### src/rtl/draw_pkg.sv
// rtl/draw_pkg.sv - shared types and constants for the frame draw scheduler
package draw_pkg;

    localparam int X_W   = 9;
    localparam int Y_W   = 8;
    localparam int COL_W = 3;

    localparam int SCREEN_W_DEF = 320;
    localparam int SCREEN_H_DEF = 240;

    localparam logic [COL_W-1:0] CLEAR_COLOUR_DEF = 3'b000;

    typedef enum logic [2:0] {
        S_IDLE,
        S_CLEAR,
        S_GRANT,
        S_WAIT_DONE,
        S_NEXT,
        S_FINISH
    } state_e;

endpackage

### src/rtl/draw_clear_raster.sv
// rtl/draw_clear_raster.sv - x/y raster counter walking the screen row by row
module draw_clear_raster
    import draw_pkg::*;
#(
    parameter int SCREEN_W = SCREEN_W_DEF,
    parameter int SCREEN_H = SCREEN_H_DEF
) (
    input  logic           clk,
    input  logic           reset,
    input  logic           start,
    input  logic           step,
    output logic [X_W-1:0] cx,
    output logic [Y_W-1:0] cy,
    output logic           last
);

    logic [X_W-1:0] cx_q, cx_d;
    logic [Y_W-1:0] cy_q, cy_d;
    logic           row_end;

    assign row_end = (cx_q == X_W'(SCREEN_W - 1));
    assign last    = row_end && (cy_q == Y_W'(SCREEN_H - 1));
    assign cx      = cx_q;
    assign cy      = cy_q;

    // Advance one pixel per step; the final pixel wraps both axes back to the origin.
    always_comb begin
        cx_d = cx_q;
        cy_d = cy_q;
        if (start) begin
            cx_d = '0;
            cy_d = '0;
        end else if (step) begin
            if (row_end) begin
                cx_d = '0;
                cy_d = last ? '0 : cy_q + Y_W'(1);
            end else begin
                cx_d = cx_q + X_W'(1);
            end
        end
    end

    // Counter registers.
    always_ff @(posedge clk) begin
        if (reset) begin
            cx_q <= '0;
            cy_q <= '0;
        end else begin
            cx_q <= cx_d;
            cy_q <= cy_d;
        end
    end

endmodule

### src/rtl/draw_sequencer.sv
// rtl/draw_sequencer.sv - per-frame clear then round-robin VGA port grant to sprite FSMs
module draw_sequencer
    import draw_pkg::*;
#(
    parameter int               NUM_CLIENTS  = 3,
    parameter int               SCREEN_W     = SCREEN_W_DEF,
    parameter int               SCREEN_H     = SCREEN_H_DEF,
    parameter logic [COL_W-1:0] CLEAR_COLOUR = CLEAR_COLOUR_DEF,
    parameter int               TIMEOUT      = 1023
) (
    input  logic                           clk,
    input  logic                           reset,
    input  logic                           frame_tick,
    input  logic [NUM_CLIENTS-1:0]         client_active,
    output logic [NUM_CLIENTS-1:0]         client_enable,
    input  logic [NUM_CLIENTS-1:0]         client_done,
    input  logic [NUM_CLIENTS-1:0]         client_plot,
    input  logic [X_W*NUM_CLIENTS-1:0]     client_x,
    input  logic [Y_W*NUM_CLIENTS-1:0]     client_y,
    input  logic [COL_W*NUM_CLIENTS-1:0]   client_colour,
    output logic [X_W-1:0]                 vga_x,
    output logic [Y_W-1:0]                 vga_y,
    output logic [COL_W-1:0]               vga_colour,
    output logic                           vga_plot,
    output logic                           busy,
    output logic                           frame_done,
    output logic                           overrun,
    output logic                           timeout_fault
);

    localparam int IDX_W = (NUM_CLIENTS > 1) ? $clog2(NUM_CLIENTS) : 1;
    localparam int WD_W  = $clog2(TIMEOUT + 1);
    localparam logic [WD_W-1:0] WD_MAX = WD_W'(TIMEOUT);

    state_e            state_q, state_d;
    logic [IDX_W-1:0]  idx_q, idx_d;
    logic [WD_W-1:0]   wd_q, wd_d, wd_inc;
    logic [X_W-1:0]    vga_x_q, vga_x_d;
    logic [Y_W-1:0]    vga_y_q, vga_y_d;
    logic [COL_W-1:0]  vga_colour_q, vga_colour_d;
    logic              vga_plot_q, vga_plot_d;
    logic              frame_done_q, frame_done_d;
    logic              overrun_q, overrun_d;
    logic              timeout_fault_q, timeout_fault_d;

    logic              raster_start, raster_last;
    logic [X_W-1:0]    cx;
    logic [Y_W-1:0]    cy;

    logic              sel_active, sel_done, sel_plot;
    logic [X_W-1:0]    sel_x;
    logic [Y_W-1:0]    sel_y;
    logic [COL_W-1:0]  sel_colour;

    draw_clear_raster #(
        .SCREEN_W (SCREEN_W),
        .SCREEN_H (SCREEN_H)
    ) u_raster (
        .clk   (clk),
        .reset (reset),
        .start (raster_start),
        .step  (state_q == S_CLEAR),
        .cx    (cx),
        .cy    (cy),
        .last  (raster_last)
    );

    // Pick out the granted client's signals; everyone else is ignored.
    always_comb begin
        sel_active = 1'b0;
        sel_done   = 1'b0;
        sel_plot   = 1'b0;
        sel_x      = '0;
        sel_y      = '0;
        sel_colour = '0;
        for (int i = 0; i < NUM_CLIENTS; i++) begin
            if (idx_q == IDX_W'(i)) begin
                sel_active = client_active[i];
                sel_done   = client_done[i];
                sel_plot   = client_plot[i];
                sel_x      = client_x[X_W*i +: X_W];
                sel_y      = client_y[Y_W*i +: Y_W];
                sel_colour = client_colour[COL_W*i +: COL_W];
            end
        end
    end

    // Enable is a pure decode of state and index so it drops right after done is taken.
    always_comb begin
        client_enable = '0;
        for (int i = 0; i < NUM_CLIENTS; i++) begin
            client_enable[i] = (state_q == S_WAIT_DONE) && (idx_q == IDX_W'(i));
        end
    end

    assign wd_inc = (wd_q == WD_MAX) ? wd_q : wd_q + WD_W'(1);

    // Frame sequencing, pixel source selection, watchdog and sticky fault flags.
    always_comb begin
        state_d         = state_q;
        idx_d           = idx_q;
        wd_d            = wd_q;
        vga_x_d         = '0;
        vga_y_d         = '0;
        vga_colour_d    = '0;
        vga_plot_d      = 1'b0;
        frame_done_d    = 1'b0;
        overrun_d       = overrun_q;
        timeout_fault_d = timeout_fault_q;
        raster_start    = 1'b0;

        // A tick landing in FINISH is accepted as the next frame, not an overrun.
        if (frame_tick && state_q != S_IDLE && state_q != S_FINISH) begin
            overrun_d = 1'b1;
        end

        case (state_q)
            S_IDLE: begin
                if (frame_tick) begin
                    raster_start = 1'b1;
                    state_d      = S_CLEAR;
                end
            end
            S_CLEAR: begin
                vga_x_d      = cx;
                vga_y_d      = cy;
                vga_colour_d = CLEAR_COLOUR;
                vga_plot_d   = 1'b1;
                if (raster_last) begin
                    idx_d   = '0;
                    state_d = S_GRANT;
                end
            end
            S_GRANT: begin
                if (sel_active) begin
                    wd_d    = '0;
                    state_d = S_WAIT_DONE;
                end else begin
                    state_d = S_NEXT;
                end
            end
            S_WAIT_DONE: begin
                vga_x_d      = sel_x;
                vga_y_d      = sel_y;
                vga_colour_d = sel_colour;
                vga_plot_d   = sel_plot;
                wd_d         = wd_inc;
                if (sel_done) begin
                    state_d = S_NEXT;
                end else if (wd_inc == WD_MAX) begin
                    timeout_fault_d = 1'b1;
                    state_d         = S_NEXT;
                end
            end
            S_NEXT: begin
                if (idx_q == IDX_W'(NUM_CLIENTS - 1)) begin
                    state_d = S_FINISH;
                end else begin
                    idx_d   = idx_q + IDX_W'(1);
                    state_d = S_GRANT;
                end
            end
            S_FINISH: begin
                frame_done_d = 1'b1;
                if (frame_tick) begin
                    raster_start = 1'b1;
                    state_d      = S_CLEAR;
                end else begin
                    state_d = S_IDLE;
                end
            end
            default: state_d = S_IDLE;
        endcase
    end

    // State and registered outputs; reset aborts any frame in progress.
    always_ff @(posedge clk) begin
        if (reset) begin
            state_q         <= S_IDLE;
            idx_q           <= '0;
            wd_q            <= '0;
            vga_x_q         <= '0;
            vga_y_q         <= '0;
            vga_colour_q    <= '0;
            vga_plot_q      <= 1'b0;
            frame_done_q    <= 1'b0;
            overrun_q       <= 1'b0;
            timeout_fault_q <= 1'b0;
        end else begin
            state_q         <= state_d;
            idx_q           <= idx_d;
            wd_q            <= wd_d;
            vga_x_q         <= vga_x_d;
            vga_y_q         <= vga_y_d;
            vga_colour_q    <= vga_colour_d;
            vga_plot_q      <= vga_plot_d;
            frame_done_q    <= frame_done_d;
            overrun_q       <= overrun_d;
            timeout_fault_q <= timeout_fault_d;
        end
    end

    assign vga_x         = vga_x_q;
    assign vga_y         = vga_y_q;
    assign vga_colour    = vga_colour_q;
    assign vga_plot      = vga_plot_q;
    assign busy          = (state_q != S_IDLE);
    assign frame_done    = frame_done_q;
    assign overrun       = overrun_q;
    assign timeout_fault = timeout_fault_q;

endmodule

### config.mk
export PLATFORM = sky130hd
export DESIGN_NAME = draw_sequencer
export DESIGN_NICKNAME = d
export VERILOG_FILES = /design/src/rtl/draw_pkg.sv /design/src/rtl/draw_clear_raster.sv /design/src/rtl/draw_sequencer.sv
export SDC_FILE = /design/constraint.sdc
export NUM_CORES = 1
export LEC_CHECK = 0
export BUFFER_PORTS_ARGS = -buffer_cell sky130_fd_sc_hd__buf_2
export CORE_UTILIZATION = 30
export CTS_CLUSTER_DIAMETER = 200
export DETAILED_ROUTE_END_ITERATION = 16
export HOLD_SLACK_MARGIN = 0.1
export PLACE_DENSITY = 0.64
export REMOVE_ABC_BUFFERS = 1
export SLEW_MARGIN = 30
export SYNTH_ARGS = -nofsm -noshare
export SYNTH_HDL_FRONTEND = slang
export SYNTH_SLANG_ARGS = --single-unit
### constraint.sdc
create_clock -name clk -period 4.2 [get_ports clk]
set_input_delay 0.21 -clock clk [delete_from_list [all_inputs] [get_ports clk]]
set_output_delay 0.21 -clock clk [all_outputs]
set_load 0.01 [all_outputs]
-- Word-level counts from Yosys, hierarchy flattened
Cells that the tools add are included.
- add/subtract/negate cells: 4
- equal/unequal tests: 17
- mux-type cells: 40
- bitwise gates (word level): 2
- reduce and logical (&&, ||, !) cells: 19
- operators by type and width (operator ; count):
    two-way mux 9 bit ; 4
    two-way mux 8 bit ; 4
    two-way mux 3 bit ; 9
    == test 10 bit (second input constant) ; 2
    two-way mux 10 bit ; 2
    case mux 10 bit (2 select lines) ; 1
    case mux 3 bit (6 select lines) ; 1
    case mux 9 bit (2 select lines) ; 1
    case mux 8 bit (2 select lines) ; 1
    two-way mux 1 bit ; 13
    adder 10 x 1 -> 10 bit (second input constant) ; 1
    adder 9 x 1 -> 9 bit (second input constant) ; 1
    == test 9 bit (second input constant) ; 1
    AND reduction 3 bit ; 3
    adder 8 x 1 -> 8 bit (second input constant) ; 1
    == test 8 bit (second input constant) ; 1
    != test 2 bit (second input constant) ; 4
    == test 3 x 2 -> 1 bit (second input constant) ; 2
    == test 3 bit (second input constant) ; 2
    logical AND 1 bit ; 6
    OR reduction 2 bit ; 3
    two-way mux 2 bit ; 2
    case mux 2 bit (2 select lines) ; 1
    AND reduction 2 bit ; 2
    other kinds (12) ; 14
- register bits after elaboration: 56
- bits of input ports: 72
- output and inout bits: 28
- logic and storage cells: 94

-- Logic depth before layout (Yosys ltp)
Gate-level depths: netlist (run 1).
- depth after elaboration: 6
- mapped depth: 10
- gate-level depth less buffers: 8

-- Modules after synthesis
Synthesis (run 1) repeated with hierarchy kept, for this count alone.
- cell total of the unflattened synthesis: 411
- area, all modules: 3240.6 µm²
- by module, submodules not included (module ; instances ; cells an instance ; area an instance (µm²) ; seq. area each (µm²)):
    draw_sequencer ; 1 ; 307 ; 2323.5 ; 780.7
    draw_clear_raster ; 1 ; 104 ; 917.1 ; 340.3

-- Worst setup path after synthesis (run 1)
No wires, ideal clock.
- kind: register to register
- start: register wd_q[0]
- end: register timeout_fault_q, in the netlist timeout_fault
- setup time: 0.070 ns
- arrival: 2.003 ns
- data required time: 4.130 ns
- setup slack: 2.127 ns
- cell stages (with the launch flop): 9
- buffers on the path: 1
- clock period less this slack: 2.073 ns
- cell sequence: dfxtp_1 ha_1 and3_1 buf_2 and4_4 and3_1 o22ai_1 or4b_1 a21oi_1
- longest elaborated chain between the ends: 4
- elaborated cells on any way between the ends: 5
- classes of those cells: add/sub (1); eq/ne (2); mux (1); reduce/logical (1)
- RTL lines (what ; RTL line ; text):
    from (decl) ; draw_sequencer.sv:37 ; logic [WD_W-1:0] wd_q, wd_d, wd_inc;
    from (signal assigned) ; draw_sequencer.sv:192 ; wd_q <= wd_d;
    adder 10 x 1 -> 10 bit or == test 10 bit (tied branches) ; draw_sequencer.sv:96 ; assign wd_inc = (wd_q == WD_MAX) ? wd_q : wd_q + WD_W'(1);
    two-way mux 10 bit * ; draw_sequencer.sv:96 ;
    == test 10 bit * ; draw_sequencer.sv:150 ; end else if (wd_inc == WD_MAX) begin
    AND reduction 3 bit (no source line) * ; - ;
    to (signal assigned) ; draw_sequencer.sv:199 ; timeout_fault_q <= timeout_fault_d;
    to (decl) ; draw_sequencer.sv:44 ; logic timeout_fault_q, timeout_fault_d;
Mark *: on every way between the ends. The rest lies on a longest branch, timed or not.
A chain may end at the register's enable or synchronous reset.

-- Worst setup path after layout (run 1)
- start: register state_q[1]
- end: register wd_q[4]
- longest elaborated chain between the ends: 3
- elaborated cells on any way between the ends: 6
- classes of those cells: eq/ne (3); mux (1); reduce/logical (2)
- RTL lines (what ; RTL line ; text):
    from (decl) ; draw_sequencer.sv:35 ; state_e state_q, state_d;
    from (signal assigned) ; draw_sequencer.sv:190 ; state_q <= state_d;
    == test 3 x 2 -> 1 bit ; draw_sequencer.sv:117 ; case (state_q)
    != test 2 bit (no source line) or nonzero test 2 bit (tied branches) ; - ;
    AND reduction 2 bit (no source line) ; - ;
Several ways; a longest one is shown, not always the timed one.

==> results_tabular.tex, run 1 <==
\begin{tabular}{lr}
\hline
Metric & Value \\
\hline
\multicolumn{2}{l}{\textbf{STA}} \\
\quad Worst hold slack & 0.1237 ns \\
\quad Max-Slew Margin vs Limit & 0.4656 \\
\quad Unrepaired setup endpoints after global routing & false \\
\quad Setup clock skew after layout & between 0.009 and 0.01 ns \\
\quad Final count of hold timing violations & 0 \\
\quad Shortest clock period the worst path allows after layout & 2.496 ns \\
\quad Worst Tran Pin Value & 0.8016 ns \\
\quad Highest achievable clock rate & $\sim$400 MHz \\
\quad Number of max-slew violations in the final report & 0 \\
\quad Final count of negative-setup-slack endpoints & 0 \\
\quad Final setup TNS & 0 ns \\
\quad Final cycle utilization of the critical path & 0.5943 \\
\multicolumn{2}{l}{\textbf{Placement}} \\
\quad Placed cell count & 591 \\
\quad DP HPWL & slightly below 6000 µm \\
\quad Number of I/O port buffers & slightly below 100 \\
\quad Placer's final routability congestion estimate & between 0.8 and 0.9 \\
\multicolumn{2}{l}{\textbf{Logic synthesis}} \\
\quad Post-synthesis cell count & around 390 \\
\quad Mean Syn Cell Area & approximately 7.6 µm² \\
\quad Most common flop cell mapped by yosys & sky130\_fd\_sc\_hd\_\_dfxtp\_1 \\
\quad Dominant cell by count in the synthesized netlist & sky130\_fd\_sc\_hd\_\_nor2\_1 \\
\quad Count of warnings emitted by yosys & 0 \\
\quad Post-synthesis sequential element count & 56 \\
\quad Fraction of post-synthesis cell area in the top cell type by area & 0.3769 \\
\quad Most area-consuming cells after synthesis & sky130\_fd\_sc\_hd\_\_dfxtp\_1 (38\%), sky130\_fd\_sc\_hd\_\_a22oi\_1 (9.8\%), sky130\_fd\_sc\_hd\_\_nor2\_1 (7.2\%) \\
\quad Post-synth top area cell & sky130\_fd\_sc\_hd\_\_dfxtp\_1 \\
\quad Post-Synthesis Cell Area & 0.002974 mm² \\
\quad Count of unique library cells instantiated by Yosys & 45 \\
\quad Async set-reset flop share out of synthesis & 0 \\
\quad Post-synthesis sequential area ratio & 0.3769 \\
\quad Most used standard cells in the synthesized netlist & sky130\_fd\_sc\_hd\_\_nor2\_1 (57), sky130\_fd\_sc\_hd\_\_dfxtp\_1 (56), sky130\_fd\_sc\_hd\_\_nand2\_1 (42) \\
\quad Number of enable-type register cells in the synthesized netlist & 0 \\
\multicolumn{2}{l}{\textbf{Drt}} \\
\quad Number of DRC violations after detailed routing & 0 \\
\quad Via count normalized by instance count & a little over 5 \\
\quad Number of nets with antenna violations after routing & 0 \\
\quad Post-Route WL & about 8000 µm \\
\quad Overall via count from detail\_route & 3028 \\
\quad DRT iter0 DRCs & 176 \\
\quad Routed length per instance & roughly 14 µm \\
\quad Count of TritonRoute iterations in the first routing pass & 4 \\
\multicolumn{2}{l}{\textbf{Power and ir drop}} \\
\quad Largest voltage drop on the vdd net & 0.1368 mV \\
\quad Portion of total power attributed to the clock network & 0.310 \\
\quad Overall power of the completed layout & $\sim$1.0 mW \\
\quad Cell-internal power & 733.9 µW \\
\quad Relative contribution of sequential cells to total power & 0.546 \\
\quad Power per cell area & roughly 280 mW/mm² \\
\quad Share of power burned in combinational logic & 0.144 \\
\quad Switch share & 0.2722 \\
\quad Switching power & approximately 270 µW \\
\quad Total leakage power & about 1.5 nW \\
\multicolumn{2}{l}{\textbf{Clock tree}} \\
\quad Number of buffers added for setup after CTS & 0 \\
\quad Clock-pin slew of the registers on the worst-case setup and hold paths & 0.10 ns \\
\quad H-tree levels & 2 \\
\quad Total clock buffers created by CTS & 5 \\
\quad Buffer cell driving the clock tree root & sky130\_fd\_sc\_hd\_\_clkbuf\_8 \\
\quad TritonCTS clock tree & built \\
\quad Buffer levels on the longest clock path & 2 \\
\quad Clock sink count & 56 \\
\quad Worst-skew pair later-pin latency & about 0.31 ns \\
\quad Number of buffers inserted for hold repair after clock tree synthesis & 0 \\
\quad Post-cts repair resize count & 0 \\
\multicolumn{2}{l}{\textbf{Layout}} \\
\quad Area added between synthesis and finish & 22.63\% \\
\quad Number of filler cells placed in the layout & approximately 1000 \\
\quad Ant diodes & 0 \\
\quad Proportion of layout cells with a drive suffix above 1 & 0.2473 \\
\quad Final Net Count & roughly 550 \\
\quad Layout Cells excl Fill & around 600 \\
\multicolumn{2}{l}{\textbf{Hold path}} \\
\quad Worst hold path class & input port to register \\
\multicolumn{2}{l}{\textbf{Critical path}} \\
\quad Critical path endpoint category & register \\
\quad CP Cell Sequence & nor2b\_1 -> and2\_1 -> nand2b\_1 -> a31o\_2 -> a21oi\_1 \\
\quad Class of the most critical setup path & register to register \\
\quad Required time at the endpoint of the critical path & 4.45 ns \\
\quad Maximum fanout along the worst path & 19 \\
\quad Cell type of the slowest stage on the worst timing path & sky130\_fd\_sc\_hd\_\_and2\_1 \\
\quad Largest stage delay, worst path & 0.65 ns \\
\quad FF-to-FF setup slack & between 1.5 and 2 ns \\
\quad Kind of start point of the critical path & register \\
\quad Arrival time of the worst setup path & approximately 2.8 ns \\
\multicolumn{2}{l}{\textbf{GRT}} \\
\quad Overflow left after global routing & 0 \\
\quad Global-route total usage across every layer & 0.1611 \\
\quad Initial antenna violation count & 0 \\
\quad Number of global-route vias before repair & $\sim$2900 \\
\quad Largest net degree at the start of global routing & 52 \\
\quad Global-route wire length before repair & approximately 13000 µm \\
\multicolumn{2}{l}{\textbf{Die}} \\
\quad Horizontal die dimension & 101.6 µm \\
\quad Starting density of the core & 0.3159 \\
\quad I/O pin cnt & 100 \\
\quad Die footprint & 0.01032 mm² \\
\quad Row cnt & 35 \\
\quad Chip height & slightly above 100 µm \\
\quad Area of the placeable core & around 0.0094 mm² \\
\multicolumn{2}{l}{\textbf{Outcome}} \\
\quad Result of the run & finished clean \\
\multicolumn{2}{l}{\textbf{Flow run}} \\
\quad Number of maximum-capacitance constraint violations & 0 \\
\hline
\end{tabular}
-- layer usage --
metal,vias up,global-route usage,wire length [µm]
li1,1544,-,-
met1,1384,0.2115,3813
met2,89,0.2718,3735
met3,11,0.01932,429
met4,0,0.05686,179
met5,-,0,0
-- stage by stage --
step | area (µm²) | utilization | setup WS, ns
detailed placement | 3551 | 0.3771 | 1.686
global placement | 3545 | 0.3765 | 1.716
global route | 3647 | 0.3874 | 1.406
floorplan | 2863 | - | 0.9345
finish | 3647 | 0.3874 | 1.704
CTS | 3642 | 0.3868 | 1.671
-- critical path: cells and delay by family (launching register included) --
family	cells	cell delay [ns]
AND/OR/NAND/NOR	3	1.50
flip-flops	1	0.51
AO/OA/AOI/OAI	2	0.43
-- worst paths after layout --
path | startpoint | to | depth (start not counted)
worst max-delay path | state_q[1]$_SDFFE_PP0P_ | wd_q[4]$_SDFFE_PP0P_ | 5
worst min-delay path | client_colour[6] | vga_colour[0]$_SDFF_PP0_ | 3
worst max register to register | state_q[1]$_SDFFE_PP0P_ | wd_q[4]$_SDFFE_PP0P_ | 5
worst min register to register | timeout_fault$_SDFFE_PP0P_ | timeout_fault$_SDFFE_PP0P_ | 2
-- kinds of logic after synthesis --
logic type                 Yosys count  share of synthesized area
AOI/OAI and AO/OA                  120                     0.2537
muxes                                2                   0.007152
adders and majority gates            6                    0.02524
xor gates and xnor gates            13                    0.03828
DFF                                 56                     0.3769
and+or+nand+nor                    156                     0.2512
buffers and inverters               36                    0.04754
-- flip-flops by register name (all words and copies together), names as in the netlist --
name	flops
vga_colour	3
overrun	1
frame_done	1
u_raster.cy	8
idx_q	2
timeout_fault	1
u_raster.cx	9
wd_q	10
vga_plot	1
vga_x	9
state_q	3
vga_y	8
-- layout make-up --
class	count	area (µm²)	area share
clock buffer	6	82.58	0.02264
clock inverter	1	8.758	0.002401
inverter	8	30.03	0.008233
multi-input combinational	297	1733	0.4751
sequential	56	1121	0.3074
tap	129	161.4	0.04425
timing repair buffer	101	510.5	0.1400
-- cells in the final DEF (no fill, tap or decap), drive strengths merged, types with 2 or more instances in the layout --
master	count
a22o	2
nand3	11
nor2	57
nor3b	2
buf	101
o22ai	2
nand2	42
a31oi	3
a21oi	29
or3	3
ha	6
xor2	11
nor2b	6
nand4b	2
and4	5
o31ai	3
inv	8
dfxtp	56
and3	8
clkbuf	6
a31o	3
a211oi	3
nand2b	3
nor3	5
xnor2	2
nand4	6
a21o	2
a22oi	39
o21ai	31
-- power groups by stage --
stage / sequential, mW / clock, mW / combinational, mW
6_report: 0.551 / 0.312 / 0.146
3_3_place_gp: 0.561 / 0 / 0.142
3_5_place_dp: 0.563 / 0 / 0.146
2_1_floorplan: 0.561 / 0 / 0.0736
5_1_grt: 0.553 / 0.342 / 0.165
4_1_cts: 0.550 / 0.322 / 0.147
(Power assumes the default switching activity.)
==> run 2: changes to the inputs <==
Clock period 4.2 ns to 2.3 ns, I/O delays scaled along.
==> run 2 against run 1 <==
Cell count grew 2.5%. Global-route usage about the same. Register-to-register slack got worse by 1.6 ns. Worst hold slack worse by 0.0017 ns. Fmax up 16%. Highest routed layer unchanged.
==> results_tabular.tex, run 2 (synthesized netlist as in run 1, its figures left out) <==
\begin{tabular}{lr}
\hline
Metric & Value \\
\hline
\multicolumn{2}{l}{\textbf{Outcome}} \\
\quad Result of the run & finished clean \\
\multicolumn{2}{l}{\textbf{Die}} \\
\quad Die footprint & 0.01032 mm² \\
\quad Starting density of the core & 0.3159 \\
\quad Horizontal die dimension & between 100 and 150 µm \\
\quad I/O pin cnt & 100 \\
\quad Chip height & slightly above 100 µm \\
\quad Area of the placeable core & around 0.0094 mm² \\
\quad Row cnt & 35 \\
\multicolumn{2}{l}{\textbf{STA}} \\
\quad Setup clock skew after layout & approximately 0.0094 ns \\
\quad Final cycle utilization of the critical path & 0.9375 \\
\quad Final setup TNS & 0 ns \\
\quad Unrepaired setup endpoints after global routing & false \\
\quad Shortest clock period the worst path allows after layout & around 2.2 ns \\
\quad Final count of hold timing violations & 0 \\
\quad Final count of negative-setup-slack endpoints & 0 \\
\quad Max-Slew Margin vs Limit & 0.6549 \\
\quad Highest achievable clock rate & between 400 and 500 MHz \\
\quad Number of max-slew violations in the final report & 0 \\
\quad Worst Tran Pin Value & 0.5176 ns \\
\multicolumn{2}{l}{\textbf{Clock tree}} \\
\quad Number of buffers added for setup after CTS & 0 \\
\quad Buffer levels on the longest clock path & 2 \\
\quad H-tree levels & 2 \\
\quad Worst-skew pair later-pin latency & 0.31 ns \\
\quad Buffer cell driving the clock tree root & sky130\_fd\_sc\_hd\_\_clkbuf\_8 \\
\quad Clock sink count & 56 \\
\quad Total clock buffers created by CTS & 5 \\
\quad TritonCTS clock tree & built \\
\quad Clock-pin slew of the registers on the worst-case setup and hold paths & roughly 0.1 ns \\
\multicolumn{2}{l}{\textbf{Power and ir drop}} \\
\quad Largest voltage drop on the vdd net & about 0.24 mV \\
\quad Overall power of the completed layout & between 1.5 and 2 mW \\
\quad Total leakage power & 1.598 nW \\
\quad Power per cell area & a little over 500 mW/mm² \\
\multicolumn{2}{l}{\textbf{Critical path}} \\
\quad Critical path endpoint category & register \\
\quad Crit Reg-Reg Endpoint & timeout\_fault\$\_SDFFE\_PP0P\_ \\
\quad FF-to-FF setup slack & $\sim$0.14 ns \\
\quad Kind of start point of the critical path & register \\
\quad Arrival time of the worst setup path & 2.41 ns \\
\quad Number of cells on the worst reg-to-reg path & 7 \\
\quad Required time at the endpoint of the critical path & around 2.6 ns \\
\quad Class of the most critical setup path & register to register \\
\quad R2r startpoint & wd\_q[0]\$\_SDFFE\_PP0P\_ \\
\quad Maximum fanout along the worst path & 7 \\
\multicolumn{2}{l}{\textbf{Layout}} \\
\quad Area added between synthesis and finish & 26.76\% \\
\quad Number of flip-flops under the largest register name & 10 \\
\quad Final Net Count & about 560 \\
\quad Biggest register & wd\_q \\
\quad Total area of sequential cells & about 0.0011 mm² \\
\quad Most common cell after layout, fill and taps aside & sky130\_fd\_sc\_hd\_\_buf\_2 \\
\quad Area occupied by multi-input gates & roughly 0.0017 mm² \\
\quad Number of filler cells placed in the layout & 983 \\
\quad Proportion of layout cells with a drive suffix above 1 & 0.2645 \\
\quad Final design instance area without fill & roughly 0.0038 mm² \\
\quad End-of-flow core utilization & 0.4004 \\
\quad Layout Cells excl Fill & around 610 \\
\quad Commonest cells after routing, fill and taps aside & sky130\_fd\_sc\_hd\_\_buf\_2 (99), sky130\_fd\_sc\_hd\_\_nor2\_1 (57), sky130\_fd\_sc\_hd\_\_dfxtp\_1 (56) \\
\quad Ant diodes & 0 \\
\multicolumn{2}{l}{\textbf{GRT}} \\
\quad Global-route wire length before repair & approximately 13000 µm \\
\quad Overflow left after global routing & 0 \\
\quad Global-route total usage across every layer & 0.1607 \\
\quad Number of global-route vias before repair & roughly 2900 \\
\quad Largest net degree at the start of global routing & 30 \\
\quad Initial antenna violation count & 0 \\
\multicolumn{2}{l}{\textbf{Drt}} \\
\quad DRT iter0 DRCs & $\sim$140 \\
\quad Number of DRC violations after detailed routing & 0 \\
\quad Overall via count from detail\_route & 3043 \\
\quad Via count normalized by instance count & just under 5 \\
\quad Number of nets with antenna violations after routing & 0 \\
\quad Routed length per instance & $\sim$13 µm \\
\quad Post-Route WL & slightly above 8000 µm \\
\quad Count of TritonRoute iterations in the first routing pass & 5 \\
\multicolumn{2}{l}{\textbf{Hold path}} \\
\quad Hold-critical path depth & 3 \\
\quad Launch point of the worst hold path & frame\_tick \\
\quad Hold Crit Endpoint & overrun\$\_SDFFE\_PP0P\_ \\
\quad Worst hold path class & input port to register \\
\multicolumn{2}{l}{\textbf{Placement}} \\
\quad Number of I/O port buffers & just under 100 \\
\quad Placed cell count & roughly 600 \\
\quad Placer's final routability congestion estimate & between 0.8 and 0.9 \\
\quad DP HPWL & approximately 6000 µm \\
\quad Instance area at placement & between 0.003 and 0.004 mm² \\
\multicolumn{2}{l}{\textbf{Flow run}} \\
\quad Number of maximum-capacitance constraint violations & 0 \\
\hline
\end{tabular}
## run 2: changes by cell type in the layout (fill, tap and decap cells not counted), sizes merged
cell	before	now
bufinv	0	1
buf	101	112
dlygate4sd3	0	3
## run 2: per-layer routing
layer,vias up,share of wire,global-route usage
met1,1352,0.47,0.2051
met4,0,0.019,0.05574
li1,1573,-,-
met3,15,0.054,0.02622
met2,103,0.46,0.2734
met5,-,0,0
## run 2: layout make-up
type / count / area share
Clock inverter: 2 / 0.009293
Timing Repair Buffer: 115 / 0.1653
Inverter: 8 / 0.007965
Multi-Input combinational cell: 297 / 0.4580
Sequential cell: 56 / 0.2974
Clock buffer: 6 / 0.01925
Tap cell: 129 / 0.04281
## run 2: worst max-delay path by stage
stage                             from  cells past startpoint  slack (ns)                           to
2_1_floorplan  state_q[0]$_SDFFE_PP0P_                      4       -0.97  u_raster.cy[4]$_SDFFE_PP0P_
3_3_place_gp      wd_q[0]$_SDFFE_PP0P_                      7        0.24      state_q[2]$_SDFFE_PP0P_
3_5_place_dp      wd_q[0]$_SDFFE_PP0P_                      7        0.15      state_q[2]$_SDFFE_PP0P_
4_1_cts           wd_q[0]$_SDFFE_PP0P_                      7        0.06      state_q[2]$_SDFFE_PP0P_
5_1_grt           wd_q[0]$_SDFFE_PP0P_                      7        0.04      state_q[2]$_SDFFE_PP0P_
6_report          wd_q[0]$_SDFFE_PP0P_                      7        0.14   timeout_fault$_SDFFE_PP0P_
## run 2: power breakdown
group	total, mW	switching [mW]	internal [mW]
logic	0.293	0.164	0.129
clock network	0.652	0.328	0.324
registers	0.996	0.0116	0.984
## run 2: metrics by stage
step           worst slack, ns  hold WS [ns]
6_report                0.1439        0.1220
4_1_cts                0.06201        0.1172
3_5_place_dp            0.1534        0.3572
2_1_floorplan          -0.9655        0.1841
5_1_grt                0.03930        0.1307
3_3_place_gp            0.2442        0.3523
## run 2: what timing repair did
action / CTS / global route
endpoints found under the setup margin: 0 / 1
endpoints found under the hold margin: 3 / 0
gates resized for setup: 0 / 1
hold buffers: 3 / 0
## run 2: worst max-delay path: stages, from the launching register on
cell and delay (ns):
sky130_fd_sc_hd__dfxtp_1 0.43, sky130_fd_sc_hd__ha_1 0.27, sky130_fd_sc_hd__and3_1 0.22, sky130_fd_sc_hd__and4_4 0.26, sky130_fd_sc_hd__and3_1 0.16, sky130_fd_sc_hd__o22ai_1 0.09, sky130_fd_sc_hd__or4b_1 0.53, sky130_fd_sc_hd__a21oi_1 0.14
==> run 3: changes to the inputs <==
Settings changed: BUFFER_PORTS_ARGS -buffer_cell sky130_fd_sc_hd__buf_2 to -buffer_cell sky130_fd_sc_hd__buf_4, SLEW_MARGIN 30 to 20.
==> run 3 against run 2 <==
Critical path type unchanged. Utilization is 2.7 points higher. Largest power group unchanged. Worst hold slack better by 0.021 ns. Total power is 2.3% higher. Count of clock-buffer cells in the layout is 1 lower. Highest routed layer unchanged. Die area stayed put. Sequential share of layout area is 1.9 points lower. Register-to-register slack hardly changed.
==> results_tabular.tex, run 3 (synthesized netlist as in run 1, its figures left out) <==
\begin{tabular}{lr}
\hline
Metric & Value \\
\hline
\multicolumn{2}{l}{\textbf{Outcome}} \\
\quad Result of the run & finished clean \\
\multicolumn{2}{l}{\textbf{Power and ir drop}} \\
\quad Relative contribution of sequential cells to total power & 0.502 \\
\quad Switching power & around 500 µW \\
\quad Switch share & 0.2552 \\
\quad Cell-internal power & approximately 1.5 mW \\
\quad Total leakage power & around 1.7 nW \\
\quad Largest voltage drop on the vdd net & about 0.24 mV \\
\quad Share of power burned in combinational logic & 0.164 \\
\quad Power per cell area & just under 500 mW/mm² \\
\quad Portion of total power attributed to the clock network & 0.334 \\
\multicolumn{2}{l}{\textbf{Critical path}} \\
\quad Cell type of the slowest stage on the worst timing path & sky130\_fd\_sc\_hd\_\_or4b\_1 \\
\quad Maximum fanout along the worst path & 7 \\
\quad Arrival time of the worst setup path & roughly 2.4 ns \\
\quad CP Cell Sequence & ha\_1 -> and3\_1 -> and4\_4 -> and3\_1 -> o22ai\_1 -> or4b\_1 -> a21oi\_1 \\
\quad Most used cell, CP & sky130\_fd\_sc\_hd\_\_and3\_1 \\
\quad Required time at the endpoint of the critical path & between 2 and 3 ns \\
\quad Critical path endpoint category & register \\
\quad Kind of start point of the critical path & register \\
\quad Largest stage delay, worst path & between 0.5 and 0.6 ns \\
\quad Class of the most critical setup path & register to register \\
\multicolumn{2}{l}{\textbf{STA}} \\
\quad Worst Tran Pin Value & around 0.44 ns \\
\quad Number of max-slew violations in the final report & 0 \\
\quad Post-layout worst setup margin & between 0.15 and 0.2 ns \\
\quad Max-Slew Margin vs Limit & 0.7028 \\
\quad Shortest clock period the worst path allows after layout & 2.143 ns \\
\quad Final count of negative-setup-slack endpoints & 0 \\
\quad Setup clock skew after layout & roughly 0.013 ns \\
\quad Highest achievable clock rate & 466.7 MHz \\
\quad Unrepaired setup endpoints after global routing & false \\
\quad Worst hold slack & approximately 0.14 ns \\
\quad Final count of hold timing violations & 0 \\
\quad Final cycle utilization of the critical path & 0.9317 \\
\multicolumn{2}{l}{\textbf{Clock tree}} \\
\quad H-tree levels & 2 \\
\quad Buffer levels on the longest clock path & 2 \\
\quad Clock sink count & 56 \\
\quad Worst-skew pair later-pin latency & approximately 0.32 ns \\
\quad Total clock buffers created by CTS & 5 \\
\quad Buffer cell driving the clock tree root & sky130\_fd\_sc\_hd\_\_clkbuf\_8 \\
\quad Clock-pin slew of the registers on the worst-case setup and hold paths & about 0.11 ns \\
\quad TritonCTS clock tree & built \\
\multicolumn{2}{l}{\textbf{Flow run}} \\
\quad Number of maximum-capacitance constraint violations & 0 \\
\multicolumn{2}{l}{\textbf{Die}} \\
\quad Chip height & between 100 and 150 µm \\
\quad Row cnt & 35 \\
\quad Die footprint & between 0.01 and 0.015 mm² \\
\quad I/O pin cnt & 100 \\
\quad Horizontal die dimension & 101.6 µm \\
\quad Starting density of the core & 0.3159 \\
\quad Area of the placeable core & 0.009415 mm² \\
\multicolumn{2}{l}{\textbf{GRT}} \\
\quad Global-route wire length before repair & between 10000 and 15000 µm \\
\quad Initial antenna violation count & 0 \\
\quad Largest net degree at the start of global routing & 30 \\
\quad Overflow left after global routing & 0 \\
\quad Global-route total usage across every layer & 0.1600 \\
\quad Number of global-route vias before repair & about 2800 \\
\multicolumn{2}{l}{\textbf{Drt}} \\
\quad Routed length per instance & about 13 µm \\
\quad Post-Route WL & about 8000 µm \\
\quad Number of nets with antenna violations after routing & 0 \\
\quad Overall via count from detail\_route & around 3000 \\
\quad Number of DRC violations after detailed routing & 0 \\
\quad Via count normalized by instance count & 4.974 \\
\quad Count of TritonRoute iterations in the first routing pass & 5 \\
\quad DRT iter0 DRCs & 131 \\
\multicolumn{2}{l}{\textbf{Layout}} \\
\quad Proportion of layout cells with a drive suffix above 1 & 0.2645 \\
\quad Most common cell after layout, fill and taps aside & sky130\_fd\_sc\_hd\_\_buf\_4 \\
\quad Number of flip-flops under the largest register name & 10 \\
\quad Final Net Count & between 500 and 600 \\
\quad Area added between synthesis and finish & 35.42\% \\
\quad Final design instance area without fill & 0.004028 mm² \\
\quad Commonest cells after routing, fill and taps aside & sky130\_fd\_sc\_hd\_\_buf\_4 (111), sky130\_fd\_sc\_hd\_\_nor2\_1 (57), sky130\_fd\_sc\_hd\_\_dfxtp\_1 (56) \\
\quad Biggest register & wd\_q \\
\quad Number of filler cells placed in the layout & between 900 and 1000 \\
\quad Ant diodes & 0 \\
\multicolumn{2}{l}{\textbf{Placement}} \\
\quad Instance area at placement & $\sim$0.0039 mm² \\
\quad Placer's final routability congestion estimate & 0.8702 \\
\quad DP HPWL & a little under 6000 µm \\
\quad Number of I/O port buffers & 99 \\
\quad Worst slack at placement & 0.1296 ns \\
\multicolumn{2}{l}{\textbf{Hold path}} \\
\quad Worst hold path class & input port to register \\
\hline
\end{tabular}
==> run 3: path summary, 6_finish.rpt <==
kind / startpoint / endpoint / slack [ns] / cells past startpoint
setup / recovery: wd_q[0]$_SDFFE_PP0P_ / timeout_fault$_SDFFE_PP0P_ / 0.16 / 7
hold reg to reg: timeout_fault$_SDFFE_PP0P_ / timeout_fault$_SDFFE_PP0P_ / 0.47 / 2
setup reg to reg: wd_q[0]$_SDFFE_PP0P_ / timeout_fault$_SDFFE_PP0P_ / 0.16 / 7
hold / removal: client_y[18] / vga_y[2]$_SDFF_PP0_ / 0.14 / 5
==> run 3: critical path: cells and delay by family (launching register included) <==
| family | cells | cell delay (ns) |
|---|---|---|
| adder cells (fa/ha/maj) | 1 | 0.28 |
| AO/OA/AOI/OAI | 2 | 0.24 |
| flip-flops | 1 | 0.42 |
| AND/OR/NAND/NOR | 4 | 1.14 |
==> run 3: what timing repair did <==
action / 4_1_cts / 5_1_grt
gates resized for setup: 0 / 1
setup endpoints to repair: 0 / 1
hold buffers: 4 / 0
setup buffers: 0 / 0
endpoints found under the hold margin: 4 / 0
==> run 3: area by class of cell <==
class | instances | area (µm²) | area share
clock inverters | 3 | 46.29 | 0.01149
repair buffers | 115 | 873.3 | 0.2168
inverters | 8 | 30.03 | 0.007456
well taps | 129 | 161.4 | 0.04007
multi-input cells | 297 | 1727 | 0.4287
flip-flops and latches | 56 | 1121 | 0.2783
clock buffers | 5 | 68.82 | 0.01709
==> run 3: metrics by stage <==
stage	power, mW	util	TNS (ns)	instances
final	1.986	0.4278	0	613
after global routing	2.093	0.4278	0	613
after detailed placement	1.342	0.4108	0	601
after global placement	1.339	0.4108	0	601
after floorplan	1.159	-	-19.81	361
after CTS	2.014	0.4272	0	613
==> run 3: power by group through the flow <==
stage	Clock [mW]	Combinational, mW	Sequential [mW]
after floorplan	0	0.134	1.03
after global placement	0	0.321	1.02
after detailed placement	0	0.323	1.02
after CTS	0.688	0.329	0.997
after global routing	0.728	0.366	0.999
final	0.663	0.326	0.996
==> run 3: routing by layer <==
layer	vias to the layer above	GRT usage	wire [µm]
li1	1575	-	-
met1	1372	0.2030	3720
met2	93	0.2796	3905
met3	9	0.02761	505
met4	0	0.04125	83
met5	-	0	0
